`src/rtl/traffic_light_nph.sv`:
```
// traffic_light_nph: N-phase traffic light controller.
//
// Phase 0 is the main road: it rests in green and is always recalled while
// another phase is being served. Side phases 1..NPH-1 are served on demand.
// Their demand is latched into sticky pending bits. Green lasts at least
// GREEN_CYC cycles and is left only when another phase is waiting. Yellow
// lasts YEL_CYC cycles. The next phase is picked round-robin from p+1.
//
// Build option: define TLC_ALLRED_EN to insert an ALLRED_CYC-cycle all-red
// clearance between yellow and the next green. Without it, yellow goes
// straight to the next green and st never reads 2.
//
// Ports:
//   clk    in   rising-edge clock
//   rst    in   synchronous active-high reset
//   req    in   [NPH] per-phase demand sensor (req[0] ignored)
//   grn    out  [NPH] green lamps (registered)
//   yel    out  [NPH] yellow lamps (registered)
//   red    out  [NPH] red lamps (registered)
//   phase  out  [3]   phase owning green/yellow
//   st     out  [2]   0 GREEN, 1 YELLOW, 2 ALLRED
module traffic_light_nph #(
  parameter int unsigned NPH        = 3,
  parameter int unsigned GREEN_CYC  = 8,
  parameter int unsigned YEL_CYC    = 3,
  parameter int unsigned ALLRED_CYC = 2,
  parameter int unsigned TW         = 8
) (
  input  logic           clk,
  input  logic           rst,
  input  logic [NPH-1:0] req,
  output logic [NPH-1:0] grn,
  output logic [NPH-1:0] yel,
  output logic [NPH-1:0] red,
  output logic [2:0]     phase,
  output logic [1:0]     st
);

  // Elaboration-time legality checks on the configuration.
  if (NPH < 2 || NPH > 8) begin : g_chk_nph
    $error("traffic_light_nph: NPH must be in 2..8");
  end
  if (GREEN_CYC < 2 || YEL_CYC < 1 || ALLRED_CYC < 1) begin : g_chk_cyc
    $error("traffic_light_nph: cycle counts out of range");
  end
  if (TW < 32 && (64'(GREEN_CYC) > (64'd1 << TW) || 64'(YEL_CYC) > (64'd1 << TW) ||
                  64'(ALLRED_CYC) > (64'd1 << TW))) begin : g_chk_tw
    $error("traffic_light_nph: TW too narrow for cycle counts");
  end

  typedef enum logic [1:0] {
    StGreen  = 2'd0,
    StYellow = 2'd1,
    StAllRed = 2'd2
  } state_e;

  localparam logic [TW-1:0] GreenLast = TW'(GREEN_CYC - 1);
  localparam logic [TW-1:0] YelLast   = TW'(YEL_CYC - 1);
`ifdef TLC_ALLRED_EN
  localparam logic [TW-1:0] AllRedLast = TW'(ALLRED_CYC - 1);
`endif

  state_e         st_q, st_d;
  logic [2:0]     phase_q, phase_d;
  logic [TW-1:0]  timer_q, timer_d;
  logic [NPH-1:0] pend_q, pend_d;
  logic [NPH-1:0] grn_q, grn_d;
  logic [NPH-1:0] yel_q, yel_d;
  logic [NPH-1:0] red_q, red_d;

  // Phase 0 has no sensor; its demand comes only from the recall rule.
  logic unused_req0;
  assign unused_req0 = req[0];

  // ---------------------------------------------------------------------------
  // Round-robin search for the next phase, starting at phase_q+1. The search
  // never needs to wrap back onto phase_q: when phase_q != 0 the recall of
  // phase 0 is always found first, and when phase_q == 0 nothing can be
  // pending on phase 0 itself.
  // ---------------------------------------------------------------------------
  logic [7:0] pend_ext;
  logic [2:0] idx;
  logic [2:0] next_phase;
  logic       next_found;

  always_comb begin
    pend_ext             = '0;
    pend_ext[NPH-1:0]    = pend_q;
    pend_ext[0]          = (phase_q != 3'd0);
    idx                  = '0;
    next_phase           = phase_q;
    next_found           = 1'b0;
    for (int unsigned k = 1; k < NPH; k++) begin
      idx = 3'((32'(phase_q) + k) % NPH);
      if (!next_found && pend_ext[idx]) begin
        next_found = 1'b1;
        next_phase = idx;
      end
    end
  end

  // ---------------------------------------------------------------------------
  // Next-state logic.
  // ---------------------------------------------------------------------------
  logic enter_green;

  always_comb begin
    st_d        = st_q;
    phase_d     = phase_q;
    timer_d     = timer_q;
    pend_d      = pend_q;
    enter_green = 1'b0;

    // Latch demand, except from the phase currently showing green.
    for (int unsigned i = 1; i < NPH; i++) begin
      if (req[i] && !(st_q == StGreen && phase_q == 3'(i))) begin
        pend_d[i] = 1'b1;
      end
    end
    pend_d[0] = 1'b0;

    unique case (st_q)
      StGreen: begin
        if (timer_q == GreenLast) begin
          // Minimum green served; leave only if someone else is waiting.
          if (next_found) begin
            st_d    = StYellow;
            timer_d = '0;
          end
        end else begin
          timer_d = timer_q + 1'b1;
        end
      end
      StYellow: begin
        if (timer_q == YelLast) begin
          timer_d = '0;
`ifdef TLC_ALLRED_EN
          st_d    = StAllRed;
`else
          st_d        = StGreen;
          phase_d     = next_phase;
          enter_green = 1'b1;
`endif
        end else begin
          timer_d = timer_q + 1'b1;
        end
      end
`ifdef TLC_ALLRED_EN
      StAllRed: begin
        if (timer_q == AllRedLast) begin
          timer_d     = '0;
          st_d        = StGreen;
          phase_d     = next_phase;
          enter_green = 1'b1;
        end else begin
          timer_d = timer_q + 1'b1;
        end
      end
`endif
      default: begin
        // Unreachable encoding: recover to the resting state.
        st_d    = StGreen;
        phase_d = '0;
        timer_d = '0;
      end
    endcase

    // Serving a phase consumes its demand, overriding a same-cycle request.
    for (int unsigned i = 0; i < NPH; i++) begin
      if (enter_green && phase_d == 3'(i)) begin
        pend_d[i] = 1'b0;
      end
    end
  end

  // Lamp decode from the next state so the lamps are registered with it.
  always_comb begin
    grn_d = '0;
    yel_d = '0;
    for (int unsigned i = 0; i < NPH; i++) begin
      if (phase_d == 3'(i)) begin
        grn_d[i] = (st_d == StGreen);
        yel_d[i] = (st_d == StYellow);
      end
    end
    red_d = ~(grn_d | yel_d);
  end

  // ---------------------------------------------------------------------------
  // State and output registers.
  // ---------------------------------------------------------------------------
  always_ff @(posedge clk) begin
    if (rst) begin
      st_q    <= StGreen;
      phase_q <= '0;
      timer_q <= '0;
      pend_q  <= '0;
      grn_q   <= NPH'(1);
      yel_q   <= '0;
      red_q   <= ~NPH'(1);
    end else begin
      st_q    <= st_d;
      phase_q <= phase_d;
      timer_q <= timer_d;
      pend_q  <= pend_d;
      grn_q   <= grn_d;
      yel_q   <= yel_d;
      red_q   <= red_d;
    end
  end

  assign grn   = grn_q;
  assign yel   = yel_q;
  assign red   = red_q;
  assign phase = phase_q;
  assign st    = st_q;

endmodule

```
`config.mk`:
```
export PLATFORM = sky130hd
export DESIGN_NAME = traffic_light_nph
export DESIGN_NICKNAME = d
export VERILOG_FILES = /design/src/rtl/traffic_light_nph.sv
export SDC_FILE = /design/constraint.sdc
export NUM_CORES = 1
export LEC_CHECK = 0
export CORE_MARGIN = 3
export CORE_UTILIZATION = 60
export CTS_CLUSTER_DIAMETER = 30
export DETAILED_ROUTE_END_ITERATION = 8
export GPL_TIMING_DRIVEN = 0
export PLACE_DENSITY = 0.8
export SETUP_SLACK_MARGIN = 0.2
export SLEW_MARGIN = 10
export SYNTH_ARGS = -nofsm -noshare
export SYNTH_HDL_FRONTEND = slang
export SYNTH_SLANG_ARGS = --single-unit
export TNS_END_PERCENT = 20
```
`constraint.sdc`:
```
create_clock -name clk -period 10.1 [get_ports clk]
set_input_delay 1.01 -clock clk [delete_from_list [all_inputs] [get_ports clk]]
set_output_delay 1.01 -clock clk [all_outputs]
set_load 0.02 [all_outputs]
```
==> metrics.yaml <==
run_status:
  status: "finished clean"
power_and_ir_drop:
  vdd.ir_drop.worst_v: 0.0000970
  leakagePower_nw: 0.818
  seq_power_share: 0.541
  comb_power_share: 0.073
  p_int_uw: 142
  clock_power_share: 0.386
  swShare: 0.215
  power_density_nw_per_um2: 84.7
  finalPower_uw: 180
  switchingPower_uw: 38.7
synthesis:
  synth-simple-area-share: 0.243
  synth-compound-area-share: 0.243
  synth_cell_types: 66
  synth_ff_type: "dfxtp_1"
  ys_ff_latch: 24
  ys_seq_area_frac: 0.257
  synth_area_sq_um: 1870
  synth.area.top_cells: "dfxtp_1 26%, ha_1 11%, nor2_1 5.2%"
  yosys_warnings: 0
  yosys.area.top_type: "dfxtp_1"
  synthAdderAreaFrac: 0.114
  synth_edf_count: 0
  synthMuxAreaShare: 0.0228
  synth_top_area_frac: 0.257
  synth_xor_area_frac: 0.0750
  avgSynthCellArea_sq_um: 8.65
  synth_nets: 238
  ys_async_sr_fraction: 0
  syn_inst: 216
  synth_top_family_by_area: "simple AND/OR/NAND/NOR gates"
routing:
  drt-pass1-iter-count: 4
  drtIter0Drc: 138
  wl_per_cell_um: 15.7
  drt_wl_total_mm: 4.21
  num_vias: 1685
  drc: 0
  antenna_left: 0
  via_per_inst: 6.29
critical_path:
  critPathSlowestCell: "dfxtp_1"
  critPathKind: "reg2reg"
  crit_chain: "ha_1 -> xnor2_4 -> inv_4 -> ha_1 -> nand3_1 -> a22oi_1 -> nand2_1 -> xnor2_1 -> ha_1 -> a221o_1 -> nand3b_4 -> o2bb2ai_2 -> nor2_1 -> o311ai_2 -> nor2_1"
  start_kind: "flip-flop"
  rr_startpoint: "phase[1]$_SDFF_PP0_"
  cp_data_arrival_time_ns: 4.59
  r2r_cells: 15
  r2r-end: "timer_q[4]$_SDFFE_PP0P_"
  slowest_delay_ns: 0.63
  crit_fanout: 12
  cp-end-kind: "flip-flop"
  cp.required_ns: 10.31
  crit_top_cell: "ha_1"
  reg2reg_slack_ns: 5.71
timing:
  slew_headroom: 0.378
  rsz0062_at_grt: "no"
  min_period_ns: 4.39
  setup_tns_ns: 0
  timing.final.crit_share: 0.434
  fmax_mhz: 228
  setup_viol: 0
  timing_hold_violations_final: 0
  skew_ns: 0.00549
  tightest_slew_ns: 0.925
  final-max-slew-violation-count: 0
floorplanning:
  rows: 19
  die_w_um: 61.8
  core_sq_um: 2850
  die_h_um: 61.8
  dieArea_sq_um: 3820
  initial_core_util: 0.655
  ios: 19
clock_network:
  clockBufferDepth: 2
  cts_buffers: 3
  cts_max_level: 1
  cts.clk_slew.worst_paths_ns: 0.12
  hold_buffers: 0
  cts_resized: 0
  clk_latency_ns: 0.33
  tritoncts: "done"
  cts_sinks: 24
  root_buffer: "clkbuf_4"
  cts_setup_buffers: 0
min_path:
  holdCritPathClass: "reg2reg"
  whs_path_depth: 2
  hp-start: "timer_q[3]$_SDFFE_PP0P_"
  hold_path_end: "timer_q[3]$_SDFFE_PP0P_"
cells_and_area:
  fillers: 240
  final_common_cell: "nor2_1"
  syn_to_final_growth_pct: 14.0
  seq_area_sq_um: 480
  layout-drive-gt1-share: 0.135
  antenna_cells: 0
  multi_input_area_sq_um: 1310
  nets: 260
  layout_common_cells: "26 x nor2_1, 24 x dfxtp_1, 20 x nand2_1"
placed_design:
  port_buffers: 17
  hpwl_mm: 3.23
  gp_congestion: 0.802
global_routing:
  grt_max_degree: 15
  antenna_found_initial: 0
  grt_pass1_vias: 1569
  grtUsageTotal: 0.241
  grt_pass1_wl_mm: 7.03
  grt_remaining_overflow: 0
job:
  drv_cap: 0
==> area by class of cell <==
cell class / count / area share
multi-input cells: 174 / 0.614
inverters: 13 / 0.0241
clock buffers: 3 / 0.0106
repair buffers: 17 / 0.0799
plain buffers: 5 / 0.0141
flip-flops and latches: 24 / 0.225
clock inverters: 1 / 0.0141
well taps: 31 / 0.0182
==> Yosys cell counts, types with 2 or more instances <==
cell type and number:
xnor2_1 8, mux2i_1 2, or3b_2 2, inv_2 3, inv_1 9, mux2_2 2, or4_1 2, a211oi_1 3
o21ai_0 4, a311oi_1 3, nand3b_1 2, nand3_1 5, a21o_1 2, a2bb2oi_1 3, o21bai_1 2, o211ai_1 2
o31a_1 3, or3_1 4, a21oi_1 9, nand2_1 20, buf_2 3, xor2_1 3, nor4_1 5, ha_1 17
nor3_1 3, dfxtp_1 24, and4_1 2, nor2_1 26, a22o_1 2, nand2b_1 5
==> metal layers <==
| layer | vias to the layer above | GRT usage | share of wire |
|---|---|---|---|
| met1 | 801 | 0.298 | 0.44 |
| met4 | 0 | 0.100 | 0.013 |
| li1 | 835 | - | - |
| met5 | - | 0 | 0 |
| met2 | 44 | 0.428 | 0.52 |
| met3 | 5 | 0.0186 | 0.036 |
==> power by group through the flow <==
stage               combinational [mW]  sequential (mW)  clock (mW)
global route                    0.0143           0.0980      0.0729
finish                          0.0132           0.0976      0.0697
CTS                             0.0129           0.0976      0.0701
floorplan                      0.00890           0.0995           0
detailed placement              0.0128           0.0997           0
global placement                0.0124           0.0997           0
==> flip-flops by register name, summed over array words and instances (netlist names) <==
| name | cells |
|---|---|
| grn | 3 |
| pend_q | 2 |
| phase | 3 |
| red | 3 |
| st | 2 |
| timer_q | 8 |
| yel | 3 |
==> worst max-delay path: cells and delay by family, from the launching register on <==
kind	cells	cell delay [ns]
AO/OA/AOI/OAI	4	1.52
XOR/XNOR	2	0.35
adder cells (fa/ha/maj)	3	0.90
buffers and inverters	1	0.08
flip-flops	1	0.63
AND/OR/NAND/NOR	5	0.78
==> per-stage QoR <==
stage,util,instance area (sq um),cells,setup WS [ns],hold slack (ns)
final,0.747,2130,268,5.71,0.540
after global routing,0.747,2130,268,5.39,0.564
after CTS,0.747,2130,268,5.75,0.539
after detailed placement,0.729,2080,264,5.77,0.523
after global placement,0.729,2080,264,5.93,0.497
after floorplan,-,1870,216,6.16,0.480
==> how the worst max path moves through the flow <==
stage | cells after the start | endpoint | slack [ns] | from
after floorplan | 14 | red[2]$_SDFF_PP1_ | 6.16 | phase[1]$_SDFF_PP0_
after global placement | 15 | timer_q[0]$_SDFFE_PP0P_ | 5.93 | phase[1]$_SDFF_PP0_
after detailed placement | 15 | timer_q[4]$_SDFFE_PP0P_ | 5.77 | phase[1]$_SDFF_PP0_
after CTS | 15 | timer_q[1]$_SDFFE_PP0P_ | 5.75 | phase[1]$_SDFF_PP0_
after global routing | 15 | timer_q[0]$_SDFFE_PP0P_ | 5.39 | phase[1]$_SDFF_PP0_
final | 15 | timer_q[4]$_SDFFE_PP0P_ | 5.71 | phase[1]$_SDFF_PP0_
==> logic make-up (layout without fill, tap and decap cells) <==
family | after synthesis | in the layout
muxes | 4 | 4
AOI/OAI and AO/OA | 54 | 54
adders and majority gates | 17 | 17
buffers and inverters | 18 | 39
xor gates and xnor gates | 13 | 13
other | 1 | 1
and+or+nand+nor | 85 | 85
DFF | 24 | 24
(Power assumes the default switching activity.)
